--- src/rtl/mips_defs.sv ---
// Shared encodings for the multi-cycle MIPS controller and the datapath muxes
// it steers: FSM state codes, instruction classes, opcode/funct values and
// the select encodings seen on the controller outputs.
package mips_defs;

  // FSM state codes
  localparam logic [2:0] S_FETCH  = 3'd0;
  localparam logic [2:0] S_DECODE = 3'd1;
  localparam logic [2:0] S_EXEC   = 3'd2;
  localparam logic [2:0] S_MEM    = 3'd3;
  localparam logic [2:0] S_WB     = 3'd4;

  // Instruction classes produced by instr_decode
  typedef enum logic [3:0] {
    C_ILLEGAL = 4'd0,
    C_ADDU    = 4'd1,
    C_SUBU    = 4'd2,
    C_ORI     = 4'd3,
    C_LW      = 4'd4,
    C_SW      = 4'd5,
    C_BEQ     = 4'd6,
    C_LUI     = 4'd7,
    C_J       = 4'd8,
    C_JAL     = 4'd9,
    C_JR      = 4'd10
  } instr_class_t;

  // Opcode field, instr[31:26]
  localparam logic [5:0] OPC_RTYPE = 6'b000000;
  localparam logic [5:0] OPC_ORI   = 6'b001101;
  localparam logic [5:0] OPC_LW    = 6'b100011;
  localparam logic [5:0] OPC_SW    = 6'b101011;
  localparam logic [5:0] OPC_BEQ   = 6'b000100;
  localparam logic [5:0] OPC_LUI   = 6'b001111;
  localparam logic [5:0] OPC_J     = 6'b000010;
  localparam logic [5:0] OPC_JAL   = 6'b000011;

  // Funct field for R-type, instr[5:0]
  localparam logic [5:0] FN_ADDU = 6'b100001;
  localparam logic [5:0] FN_SUBU = 6'b100011;
  localparam logic [5:0] FN_JR   = 6'b001000;

  // Next-PC select
  localparam logic [2:0] NPC_PC4    = 3'b000;
  localparam logic [2:0] NPC_BRANCH = 3'b001;
  localparam logic [2:0] NPC_JUMP   = 3'b010;
  localparam logic [2:0] NPC_REG    = 3'b011;

  // ALU operation
  localparam logic [2:0] ALU_ADD = 3'b000;
  localparam logic [2:0] ALU_SUB = 3'b001;
  localparam logic [2:0] ALU_OR  = 3'b010;

  // Immediate extension
  localparam logic EXT_ZERO = 1'b0;
  localparam logic EXT_SIGN = 1'b1;

  // Register-file destination select
  localparam logic [2:0] RD_RT = 3'b000;
  localparam logic [2:0] RD_RD = 3'b001;
  localparam logic [2:0] RD_RA = 3'b010;

  // ALU B-operand select
  localparam logic [2:0] SRC_RD2 = 3'b000;
  localparam logic [2:0] SRC_IMM = 3'b001;

  // Register-file write-data select
  localparam logic [2:0] TOREG_ALU = 3'b000;
  localparam logic [2:0] TOREG_DM  = 3'b001;
  localparam logic [2:0] TOREG_PC4 = 3'b010;
  localparam logic [2:0] TOREG_LUI = 3'b011;

  // Loads, stores and branches treat the 16-bit immediate as signed.
  function automatic logic ext_op(input instr_class_t cls);
    if (cls == C_LW || cls == C_SW || cls == C_BEQ) return EXT_SIGN;
    return EXT_ZERO;
  endfunction

endpackage

--- src/rtl/instr_decode.sv ---
// Combinational instruction classifier: opcode/funct from the IR in,
// instruction class out. Anything not recognised is C_ILLEGAL.
module instr_decode
  import mips_defs::*;
#(
  parameter int OP_W = 6
) (
  input  logic [OP_W-1:0] i_opcode,
  input  logic [OP_W-1:0] i_funct,
  output instr_class_t    o_class
);

  // Map opcode (and funct for R-type) to an instruction class
  always_comb begin
    // NOTE: assigning a default before the case keeps every path driven, so
    // no latch is inferred for codes the case does not list.
    o_class = C_ILLEGAL;
    case (i_opcode)
      OP_W'(OPC_RTYPE): begin
        case (i_funct)
          OP_W'(FN_ADDU): o_class = C_ADDU;
          OP_W'(FN_SUBU): o_class = C_SUBU;
          OP_W'(FN_JR):   o_class = C_JR;
          default:        o_class = C_ILLEGAL;
        endcase
      end
      OP_W'(OPC_ORI): o_class = C_ORI;
      OP_W'(OPC_LW):  o_class = C_LW;
      OP_W'(OPC_SW):  o_class = C_SW;
      OP_W'(OPC_BEQ): o_class = C_BEQ;
      OP_W'(OPC_LUI): o_class = C_LUI;
      OP_W'(OPC_J):   o_class = C_J;
      OP_W'(OPC_JAL): o_class = C_JAL;
      default:        o_class = C_ILLEGAL;
    endcase
  end

endmodule

--- src/rtl/multi_ctrl.sv ---
// Multi-cycle MIPS control FSM (FETCH/DECODE/EXEC/MEM/WB) with a
// retired-instruction counter. Classification lives in instr_decode; this
// block sequences states and drives the datapath strobes and selects.
module multi_ctrl
  import mips_defs::*;
#(
  parameter int OP_W = 6
) (
  input  logic            clk,
  input  logic            reset_n,
  input  logic [OP_W-1:0] opcode,
  input  logic [OP_W-1:0] funct,
  input  logic            zero,
  output logic            PCWr,
  output logic            IRWr,
  output logic            GRFWr,
  output logic            DMWr,
  output logic [2:0]      NPCSel,
  output logic [2:0]      ALUOp,
  output logic            EXTOp,
  output logic [2:0]      RegDstSel,
  output logic [2:0]      ALUSrcSel,
  output logic [2:0]      toRegSel,
  output logic            instr_done,
  output logic [31:0]     retired
);

  logic [2:0]   r_state;
  logic [2:0]   w_next_state;
  instr_class_t w_class;
  instr_class_t r_class;
  instr_class_t w_cur_class;
  logic [31:0]  r_retired;

  instr_decode #(
    .OP_W (OP_W)
  ) u_decode (
    .i_opcode (opcode),
    .i_funct  (funct),
    .o_class  (w_class)
  );

  // In DECODE the IR has just been loaded, so use the live decode; later
  // states use the copy captured on leaving DECODE.
  assign w_cur_class = (r_state == S_DECODE) ? w_class : r_class;

  // State register; reset lands in FETCH so the first edge fetches
  always_ff @(posedge clk or negedge reset_n) begin
    // NOTE: sequential state is updated with <= so every register samples
    // its inputs from before the clock edge, independent of block order.
    if (!reset_n) r_state <= S_FETCH;
    else          r_state <= w_next_state;
  end

  // Capture the instruction class at the end of DECODE
  always_ff @(posedge clk or negedge reset_n) begin
    if (!reset_n)                  r_class <= C_ILLEGAL;
    else if (r_state == S_DECODE)  r_class <= w_class;
  end

  // Next-state selection along each instruction's path
  always_comb begin
    w_next_state = S_FETCH;
    case (r_state)
      S_FETCH: w_next_state = S_DECODE;
      S_DECODE: begin
        case (w_cur_class)
          C_ADDU, C_SUBU, C_ORI, C_LW, C_SW, C_BEQ, C_JR: w_next_state = S_EXEC;
          C_LUI, C_JAL:                                   w_next_state = S_WB;
          default:                                        w_next_state = S_FETCH;
        endcase
      end
      S_EXEC: begin
        case (w_cur_class)
          C_ADDU, C_SUBU, C_ORI: w_next_state = S_WB;
          C_LW, C_SW:            w_next_state = S_MEM;
          default:               w_next_state = S_FETCH;
        endcase
      end
      S_MEM:   w_next_state = (w_cur_class == C_LW) ? S_WB : S_FETCH;
      S_WB:    w_next_state = S_FETCH;
      default: w_next_state = S_FETCH;
    endcase
  end

  // Retire pulse: high in whichever state ends the current instruction
  always_comb begin
    instr_done = 1'b0;
    if (reset_n) begin
      case (r_state)
        S_DECODE: instr_done = (w_cur_class == C_J) || (w_cur_class == C_ILLEGAL);
        S_EXEC:   instr_done = (w_cur_class == C_BEQ) || (w_cur_class == C_JR);
        S_MEM:    instr_done = (w_cur_class == C_SW);
        S_WB:     instr_done = 1'b1;
        default:  instr_done = 1'b0;
      endcase
    end
  end

  // Datapath strobes and selects; everything idles at 0/000 unless the
  // current state names it. Held low throughout reset, even though the
  // state register already sits in FETCH.
  always_comb begin
    PCWr      = 1'b0;
    IRWr      = 1'b0;
    GRFWr     = 1'b0;
    DMWr      = 1'b0;
    NPCSel    = NPC_PC4;
    ALUOp     = ALU_ADD;
    EXTOp     = EXT_ZERO;
    RegDstSel = RD_RT;
    ALUSrcSel = SRC_RD2;
    toRegSel  = TOREG_ALU;
    if (reset_n) begin
      if (r_state != S_FETCH) EXTOp = ext_op(w_cur_class);
      case (r_state)
        S_FETCH: begin
          IRWr   = 1'b1;
          PCWr   = 1'b1;
          NPCSel = NPC_PC4;
        end
        S_DECODE: begin
          if (w_cur_class == C_J) begin
            PCWr   = 1'b1;
            NPCSel = NPC_JUMP;
          end
        end
        S_EXEC: begin
          case (w_cur_class)
            C_SUBU, C_BEQ: ALUOp = ALU_SUB;
            C_ORI:         ALUOp = ALU_OR;
            default:       ALUOp = ALU_ADD;
          endcase
          if (w_cur_class == C_ORI || w_cur_class == C_LW || w_cur_class == C_SW)
            ALUSrcSel = SRC_IMM;
          if (w_cur_class == C_BEQ) begin
            PCWr   = zero;
            NPCSel = NPC_BRANCH;
          end
          if (w_cur_class == C_JR) begin
            PCWr   = 1'b1;
            NPCSel = NPC_REG;
          end
        end
        S_MEM: DMWr = (w_cur_class == C_SW);
        S_WB: begin
          GRFWr = 1'b1;
          case (w_cur_class)
            C_ADDU, C_SUBU: RegDstSel = RD_RD;
            C_LW:           toRegSel  = TOREG_DM;
            C_LUI:          toRegSel  = TOREG_LUI;
            C_JAL: begin
              RegDstSel = RD_RA;
              toRegSel  = TOREG_PC4;
              PCWr      = 1'b1;
              NPCSel    = NPC_JUMP;
            end
            default: begin
              RegDstSel = RD_RT;
              toRegSel  = TOREG_ALU;
            end
          endcase
        end
        default: ;
      endcase
    end
  end

  // Retired-instruction counter; wraps naturally at 32 bits
  always_ff @(posedge clk or negedge reset_n) begin
    if (!reset_n)        r_retired <= 32'd0;
    else if (instr_done) r_retired <= r_retired + 32'd1;
  end

  assign retired = r_retired;

endmodule

--- config.mk ---
export PLATFORM = sky130hd
export DESIGN_NAME = multi_ctrl
export DESIGN_NICKNAME = d
export VERILOG_FILES = /design/src/rtl/mips_defs.sv /design/src/rtl/instr_decode.sv /design/src/rtl/multi_ctrl.sv
export SDC_FILE = /design/constraint.sdc
export NUM_CORES = 1
export LEC_CHECK = 0
export BUFFER_PORTS_ARGS = -buffer_cell sky130_fd_sc_hd__buf_2
export CAP_MARGIN = 20
export CORE_MARGIN = 3
export CORE_UTILIZATION = 59
export CTS_BUF_LIST = sky130_fd_sc_hd__clkbuf_4
export DETAILED_ROUTE_END_ITERATION = 8
export MAX_ROUTING_LAYER = met4
export PLACE_DENSITY = 0.91
export SLEW_MARGIN = 0
export SYNTH_ARGS = -nofsm -noshare
export SYNTH_HDL_FRONTEND = slang
export SYNTH_SLANG_ARGS = --single-unit
--- constraint.sdc ---
create_clock -name clk -period 7.7 [get_ports clk]
set_clock_uncertainty 0.15 [all_clocks]
set_input_delay 1.155 -clock clk [delete_from_list [all_inputs] [get_ports clk]]
set_output_delay 1.155 -clock clk [all_outputs]
set_load 0.02 [all_outputs]
==> flow_metrics.env, run 1 <==
export IMPL_status="finished clean"
export IMPL_p_per_area_mw_per_mm2=258
export IMPL_cts_tree="yes"
export IMPL_dieHeight_um=70.8
export IMPL_synth_area_leader_cell="dfrtp_1"
export IMPL_cts_repair_resized=0
export IMPL_cp_end_kind="output pin"
export IMPL_htreeDepth=2
export IMPL_hold_class="flip-flop to flip-flop"
export IMPL_drt_vias_per_instance=6.01
export IMPL_initial_core_util_pct=64.3
export IMPL_slew_violations=0
export IMPL_antenna_found_initial=0
export IMPL_clk_pin_slew_worst_paths_ns=0.11
export IMPL_grt_pass1_wl_mm=9.66
export IMPL_drv_cap=0
export IMPL_rsz0062_at_grt="false"
export IMPL_final_setup_tns_ns=0
export IMPL_ioPinCount=68
export IMPL_async_flop_share_pct=100
export IMPL_syn_inst=262
export IMPL_finalWeightedCongestion=0.972
export IMPL_grt_total_usage_pct=24.4
export IMPL_crit_type="primary input to output pin"
export IMPL_vdd_ir_drop_max_uv=198
export IMPL_coreArea_mm2=0.00385
export IMPL_avgSynthCellArea_um2=9.45
export IMPL_syn_area_mm2=0.00248
export IMPL_final_hold_violation_count=0
export IMPL_ant_nets=0
export IMPL_crit_required_ns=6.39
export IMPL_synth_top_area_share_pct=39.4
export IMPL_ys_seq_area_share_pct=39.4
export IMPL_power_w=0.000722
export IMPL_overflow=0
export IMPL_grt_max_degree=49
export IMPL_layout_drive_gt1_share_pct=26.3
export IMPL_max_slew_margin_pct=35.5
export IMPL_ys_top_cells_by_count="dfrtp_1 (39), xor2_1 (32), nand2_1 (23), nand3_1 (18), nor3_1 (17)"
export IMPL_hpwl_mm=4.16
export IMPL_die_area_mm2=0.00501
export IMPL_cellLeakagePower_nw=1.48
export IMPL_rows=22
export IMPL_synth_edf_count=0
export IMPL_wl_mm=5.73
export IMPL_drc=0
export IMPL_first_global_vias=2038
export IMPL_synthFlopType="dfrtp_1"
export IMPL_period_minus_slack_ns=4.70
export IMPL_fin_crit_sh_pct=61.1
export IMPL_ys_top_cells_by_area="dfrtp_1 (39%), xor2_1 (11%), nand3_1 (3.6%), nand2_1 (3.5%), nor3_1 (3.4%)"
export IMPL_crit_arrival_ns=3.40
export IMPL_max_freq_mhz=213
export IMPL_firstDrtPassIters=4
export IMPL_vias=2211
export IMPL_fill_cells=315
export IMPL_tightestPinTransition_ns=0.967
export IMPL_ys_types=58
export IMPL_yosys_register_bits=39
export IMPL_cts_hold_buffers=0
export IMPL_clk_path_buf_depth=2
export IMPL_die_x_um=70.8
export IMPL_cts_root_buf="clkbuf_4"
export IMPL_wl_per_cell_um=15.6
export IMPL_drtIter0Drc=160
export IMPL_clkLatencyLatePin_ns=0.35
export IMPL_cts_sinks=39
export IMPL_areaGrowthSynthToFinish_pct=13.1
export IMPL_fin_nets=335
export IMPL_portBuffers=61
export IMPL_setup_viol_count_final=0
export IMPL_cts_inserted_buffers=5
export IMPL_synth_most_common_cell="dfrtp_1"
export IMPL_crit_fanout=31
export IMPL_antenna_cells=0
export IMPL_crit_path_start_kind="primary input"
export IMPL_yosysWarnings=0
export IMPL_cts_setup_buffers=0
## stage by stage
step / worst slack, ns / cell area (µm²) / std cells / utilization [%] / hold WS, ns
after CTS: 3.02 / 2800 / 368 / 72.7 / 0.328
after global placement: 3.11 / 2740 / 360 / 71.2 / 0.304
final: 3.00 / 2800 / 368 / 72.7 / 0.322
after detailed placement: 3.03 / 2740 / 360 / 71.2 / 0.302
after global routing: 2.75 / 2800 / 368 / 72.7 / 0.352
after floorplan: 3.32 / 2490 / 267 / - / 0.396
## cells by family after synthesis
group           synth area share [%]
simple gates                    31.7
flops                           39.4
xor+xnor                        11.7
compound gates                  10.1
buf+inv                         5.91
fa+ha+maj                      0.505
other cells                    0.151
mux                            0.606
## power by group
part           internal (W)  leakage, nW  total [W]  switching, W
Clock             0.0000427       0.0361   0.000111     0.0000679
Sequential         0.000230        0.531   0.000278     0.0000481
Combinational      0.000111        0.908   0.000334      0.000222
Total              0.000384         1.48   0.000722      0.000338
## layout make-up
| class | count | area [µm²] | area share, % |
|---|---|---|---|
| inverter | 6 | 22.5 | 0.804 |
| sequential | 39 | 976 | 34.8 |
| timing repair buffer | 62 | 313 | 11.2 |
| tap | 48 | 60.1 | 2.14 |
| multi-input combinational | 205 | 1370 | 49.0 |
| clock buffer | 7 | 52.6 | 1.88 |
| clock inverter | 1 | 5.00 | 0.179 |
## cells in the final DEF, fill, tap and decap left out, types with 2 or more instances in the layout
cell type   n
nor2b_1     2
nor4b_1     3
nor3b_1     6
or3_1       4
nand3_1    18
dfrtp_1    39
o211ai_1    3
and3_1      9
xor2_1     32
nand2_1    23
and2_1      2
nand4_1     3
nand2b_1    3
a211oi_1    2
nor4_1     10
o21ai_0     3
nand4b_1    2
a21oi_1     5
clkbuf_4    7
or3b_1      2
and4_1      5
o22ai_1     2
buf_2      61
nor2_1     13
nor3_1     17
o32ai_1     2
conb_1      6
inv_1       6
## worst max-delay path: stages
cell and delay [ns]:
buf_2 0.11, nor4b_1 0.51, a21oi_1 0.21, o31ai_4 0.38, xnor2_1 0.18, a211oi_4 0.22, buf_4 0.34, nor2_2 0.11
buf_2 0.17
## metal layers
layer,track usage (%),share of wire (%)
met1,31.9,44
met2,37.7,48
met4,8.14,2.0
met5,-,0
met3,5.54,6.3
## sequential cells by signal, summed over array words and instances (netlist names)
| register | cells |
|---|---|
| r_class | 4 |
| r_state | 3 |
| retired | 32 |
## final timing paths
path	slack (ns)	end	startpoint	cells after the start
worst max-delay path	3.00	instr_done	funct[0]	9
worst min-delay path	0.32	retired[31]	retired[31]	1
worst max register to register	4.58	retired[26]	r_state[0]	8
worst min register to register	0.32	retired[31]	retired[31]	1
max in group asynchronous	6.01	retired[27]	reset_n	1
min in group asynchronous	0.79	retired[0]	reset_n	1
No activity file was read; power rests on OpenSTA's default activity.
==> run 2: changes to the inputs <==
Settings changed: CORE_UTILIZATION 59 to 49, PLACE_DENSITY 0.91 to 0.81.
Clock period 7.7 ns to 4.15 ns, I/O delays scaled along.
==> flow_metrics.env, run 2 (synthesis results as in run 1) <==
export IMPL_vdd_ir_drop_max_uv=255
export IMPL_tightestPinTransition_ns=0.641
export IMPL_areaGrowthSynthToFinish_pct=15.7
export IMPL_grt_total_usage_pct=20.6
export IMPL_cts_root_buf="clkbuf_4"
export IMPL_cts_inserted_buffers=5
export IMPL_cts_hold_buffers=0
export IMPL_cts_setup_buffers=0
export IMPL_fill_cells=448
export IMPL_crit_type="flip-flop to output pin"
export IMPL_cts_sinks=39
export IMPL_status="finished clean"
export IMPL_cellLeakagePower_nw=1.50
export IMPL_most_common_layout_cells="buf_2 (61), dfrtp_1 (39), xor2_1 (32), nand2_1 (23), nand3_1 (18)"
export IMPL_drt_vias_per_instance=5.75
export IMPL_cts_tree="yes"
export IMPL_rsz0062_at_grt="false"
export IMPL_vias=2238
export IMPL_crit_required_ns=3.38
export IMPL_layout_drive_gt1_share_pct=26.7
export IMPL_fin_crit_sh_pct=89.6
export IMPL_htreeDepth=2
export IMPL_die_area_mm2=0.00594
export IMPL_place_worst_setup_slack_ns=0.597
export IMPL_hpwl_mm=4.30
export IMPL_final_util_pct=59.5
export IMPL_wl_mm=5.75
export IMPL_pwr_share_comb_pct=44.9
export IMPL_drc=0
export IMPL_first_global_vias=2124
export IMPL_drtIter0Drc=147
export IMPL_crit_arrival_ns=2.95
export IMPL_finalWeightedCongestion=0.928
export IMPL_overflow=0
export IMPL_crit_path_start_kind="flip-flop"
export IMPL_p_sw_w=0.000623
export IMPL_grt_max_degree=31
export IMPL_cp_end_kind="output pin"
export IMPL_ioPinCount=68
export IMPL_internal_power_w=0.000772
export IMPL_drv_cap=0
export IMPL_clk_pin_slew_worst_paths_ns=0.12
export IMPL_p_per_area_mw_per_mm2=487
export IMPL_period_minus_slack_ns=3.72
export IMPL_firstDrtPassIters=4
export IMPL_max_slew_margin_pct=57.1
export IMPL_rows=25
export IMPL_largest_reg_flops=32
export IMPL_final_setup_tns_ns=0
export IMPL_coreArea_mm2=0.00482
export IMPL_setup_viol_count_final=0
export IMPL_hold_class="primary input to asynchronous set/reset pin"
export IMPL_grt_pass1_wl_mm=9.89
export IMPL_slew_violations=0
export IMPL_initial_core_util_pct=51.4
export IMPL_worst_slack_ns=0.431
export IMPL_antenna_found_initial=0
export IMPL_die_x_um=77.1
export IMPL_cts_repair_resized=0
export IMPL_max_freq_mhz=269
export IMPL_wl_per_cell_um=14.8
export IMPL_clk_path_buf_depth=2
export IMPL_dieHeight_um=77.1
export IMPL_p_sw_share_pct=44.7
export IMPL_antenna_cells=0
export IMPL_p_clk_share_pct=17.9
export IMPL_crit_fanout=16
export IMPL_fin_nets=338
export IMPL_ant_nets=0
export IMPL_portBuffers=61
export IMPL_clkLatencyLatePin_ns=0.34
export IMPL_final_common_cell="buf_2"
export IMPL_final_hold_violation_count=0
export IMPL_seqPwrFrac_pct=37.2
run 2: cell count changes in the layout (fill, tap and decap cells not counted):
cell,previous run,this run
buf_4,1,4
bufinv_16,0,1
clkbuf_4,7,6
clkinv_2,1,0
run 2: cell type report:
type,count,area (µm²),share of cell area [%]
Multi-Input combinational cell,205,1370,47.9
Sequential cell,39,976,34.1
Timing Repair Buffer,65,335,11.7
Tap cell,67,83.8,2.93
Clock buffer,6,45.0,1.57
Clock inverter,1,30.0,1.05
Inverter,6,22.5,0.786
run 2: metrics by stage:
step	std cells	total power, W	cell area [µm²]	hold slack, ns
6_report	389	0.00140	2870	0.0365
5_1_grt	389	0.00149	2870	0.0548
4_1_cts	389	0.00140	2870	0.0460
3_5_place_dp	382	0.00115	2790	0.316
3_3_place_gp	382	0.00114	2790	0.304
2_1_floorplan	267	0.00102	2490	0.177
run 2: power groups by stage:
stage / clock [W] / sequential, W / combinational (W)
floorplan: 0 / 0.000505 / 0.000514
global placement: 0 / 0.000524 / 0.000613
detailed placement: 0 / 0.000525 / 0.000622
CTS: 0.000255 / 0.000517 / 0.000624
global route: 0.000276 / 0.000529 / 0.000680
finish: 0.000250 / 0.000519 / 0.000626
run 2: critical path, stage by stage, from the launching register on:
cell and delay (ns):
dfrtp_1 0.67, or3b_1 0.56, o31ai_4 0.47, nor2_1 0.18, a311oi_1 0.28, o22ai_1 0.11, and3_1 0.18, buf_2 0.15
run 2: worst paths after layout:
check                            start     endpoint  slack, ns  cells after the start
setup / recovery            r_state[0]         PCWr       0.43                      7
hold / removal                 reset_n  retired[11]       0.04                      1
hold reg to reg            retired[31]  retired[31]       0.33                      1
setup reg to reg            r_state[0]  retired[24]       0.99                      7
max in group asynchronous      reset_n   retired[2]       3.23                      2
min in group clk           retired[31]  retired[31]       0.33                      1
run 2: routing by layer:
metal | vias to the layer above | track usage (%) | wire length, µm
met1 | 1057 | 26.0 | 2470
li1 | 1062 | - | -
met2 | 108 | 32.9 | 2730
met4 | 0 | 7.30 | 93
met5 | - | - | 0
met3 | 11 | 4.34 | 458
==> run 3: changes to the inputs <==
Settings changed: BUFFER_PORTS_ARGS -buffer_cell sky130_fd_sc_hd__buf_2 to not set, CORE_UTILIZATION 49 to 60, DONT_BUFFER_PORTS set to 1, PLACE_DENSITY 0.81 to 0.82.
==> flow_metrics.env, run 3 (synthesis results as in run 1) <==
export IMPL_status="finished clean"
export IMPL_rows=22
export IMPL_dieHeight_um=70.2
export IMPL_cts_root_buf="clkbuf_4"
export IMPL_grt_max_degree=40
export IMPL_drtIter0Drc=97
export IMPL_crit_required_ns=3.38
export IMPL_reg2reg_to="retired[27]"
export IMPL_final_hold_violation_count=0
export IMPL_setup_viol_count_final=0
export IMPL_first_global_vias=1942
export IMPL_cts_inserted_buffers=5
export IMPL_multi_input_area_mm2=0.00137
export IMPL_cp_end_kind="output pin"
export IMPL_layout_drive_gt1_share_pct=9.16
export IMPL_worst_r2r_cell_count=7
export IMPL_drc=0
export IMPL_fin_nets=277
export IMPL_vias=2034
export IMPL_drt_vias_per_instance=6.56
export IMPL_grt_total_usage_pct=24.3
export IMPL_period_minus_slack_ns=3.80
export IMPL_slew_violations=0
export IMPL_cp_top_family="simple AND/OR/NAND/NOR gates"
export IMPL_cts_tree="yes"
export IMPL_ioPinCount=68
export IMPL_die_area_mm2=0.00493
export IMPL_crit_path_start_kind="flip-flop"
export IMPL_finalWeightedCongestion=0.945
export IMPL_coreArea_mm2=0.00383
export IMPL_tightestPinTransition_ns=0.657
export IMPL_crit_fanout=16
export IMPL_hold_class="primary input to flip-flop"
export IMPL_ant_nets=0
export IMPL_hpwl_mm=3.99
export IMPL_wl_per_cell_um=18.5
export IMPL_max_freq_mhz=263
export IMPL_r2r_setup_slack_ns=1.06
export IMPL_hold_start="opcode[4]"
export IMPL_die_x_um=70.2
export IMPL_portBuffers=0
export IMPL_r2r_start="r_state[0]"
export IMPL_rsz0062_at_grt="false"
export IMPL_initial_core_util_pct=64.7
export IMPL_htreeDepth=2
export IMPL_drv_cap=0
export IMPL_firstDrtPassIters=4
export IMPL_clkLatencyLatePin_ns=0.34
export IMPL_most_common_layout_cells="dfrtp_1 (39), xor2_1 (32), nand2_1 (23), nand3_1 (18), nor3_1 (17)"
export IMPL_cts_setup_buffers=0
export IMPL_cellLeakagePower_nw=1.19
export IMPL_regArea_um2=976
export IMPL_areaGrowthSynthToFinish_pct=3.08
export IMPL_power_w=0.00134
export IMPL_vdd_ir_drop_max_uv=351
export IMPL_antenna_found_initial=0
export IMPL_hold_depth=2
export IMPL_grt_pass1_wl_mm=9.50
export IMPL_hold_path_end="r_class[3]"
export IMPL_antenna_cells=0
export IMPL_p_per_area_mw_per_mm2=526
export IMPL_overflow=0
export IMPL_wl_mm=5.72
export IMPL_final_util_pct=66.7
export IMPL_clk_path_buf_depth=2
export IMPL_path_cells="nor3b_2 > o21ai_0 > o22ai_2 > inv_1 > nor3b_1 > nand2_1 > o22ai_1 > and3_1"
export IMPL_final_setup_tns_ns=0
export IMPL_crit_arrival_ns=3.03
export IMPL_max_slew_margin_pct=56.1
export IMPL_crit_buf_inv=1
export IMPL_fin_crit_sh_pct=91.6
export IMPL_fill_cells=319
export IMPL_clk_pin_slew_worst_paths_ns=0.12
export IMPL_final_common_cell="dfrtp_1"
export IMPL_cp_slowest_cell="dfrtp_1"
export IMPL_cts_sinks=39
export IMPL_crit_type="flip-flop to output pin"
export IMPL_largest_reg_flops=32
export IMPL_cpPeakStageDelay_ns=0.64
run 3: area by class of cell:
| cell class | instances | area share [%] |
|---|---|---|
| Timing Repair Buffer | 4 | 1.76 |
| Sequential cell | 39 | 38.2 |
| Clock inverter | 3 | 1.52 |
| Multi-Input combinational cell | 205 | 53.8 |
| Tap cell | 48 | 2.35 |
| Clock buffer | 5 | 1.47 |
| Inverter | 6 | 0.882 |
run 3: stage by stage:
stage	cells	cell area (µm²)	hold WS [ns]	worst slack [ns]
floorplan	267	2490	0.177	0.832
finish	310	2550	0.414	0.347
global placement	300	2450	0.178	0.700
CTS	310	2550	0.405	0.378
global route	310	2550	0.407	0.0493
detailed placement	300	2450	0.178	0.630
run 3: routing by layer:
layer | track usage [%] | part of all wire (%) | vias up
li1 | - | - | 937
met1 | 31.6 | 42 | 986
met2 | 38.4 | 50 | 104
met3 | 5.47 | 7.2 | 7
met4 | 6.60 | 1.1 | 0
met5 | - | 0 | -
run 3: worst reg2reg max path, stage by stage (launching register included):
cell	delay (ns)
dfrtp_1	0.64
or3b_1	0.55
o31ai_4	0.48
xnor2_1	0.25
a211oi_4	0.11
buf_4	0.25
nor4_1	0.40
xor2_1	0.18
run 3: what timing repair did:
action	CTS	global route
resized for setup	0	0
hold buffers	2	0
endpoints found under the hold margin	39	0
run 3: how the worst max path moves through the flow:
stage           endpoint  depth (start not counted)        from  slack, ns
2_1_floorplan  NPCSel[1]                          7   opcode[3]       0.83
3_3_place_gp   NPCSel[1]                          7   opcode[3]       0.70
3_5_place_dp   NPCSel[1]                          7   opcode[3]       0.63
4_1_cts             PCWr                          8  r_state[0]       0.38
5_1_grt             PCWr                          8  r_state[0]       0.05
6_report            PCWr                          8  r_state[0]       0.35
run 3: power breakdown:
| part | switching (W) | total, W | internal, W |
|---|---|---|---|
| logic | 0.000364 | 0.000544 | 0.000180 |
| clock network | 0.000127 | 0.000251 | 0.000124 |
| registers | 0.000121 | 0.000547 | 0.000425 |
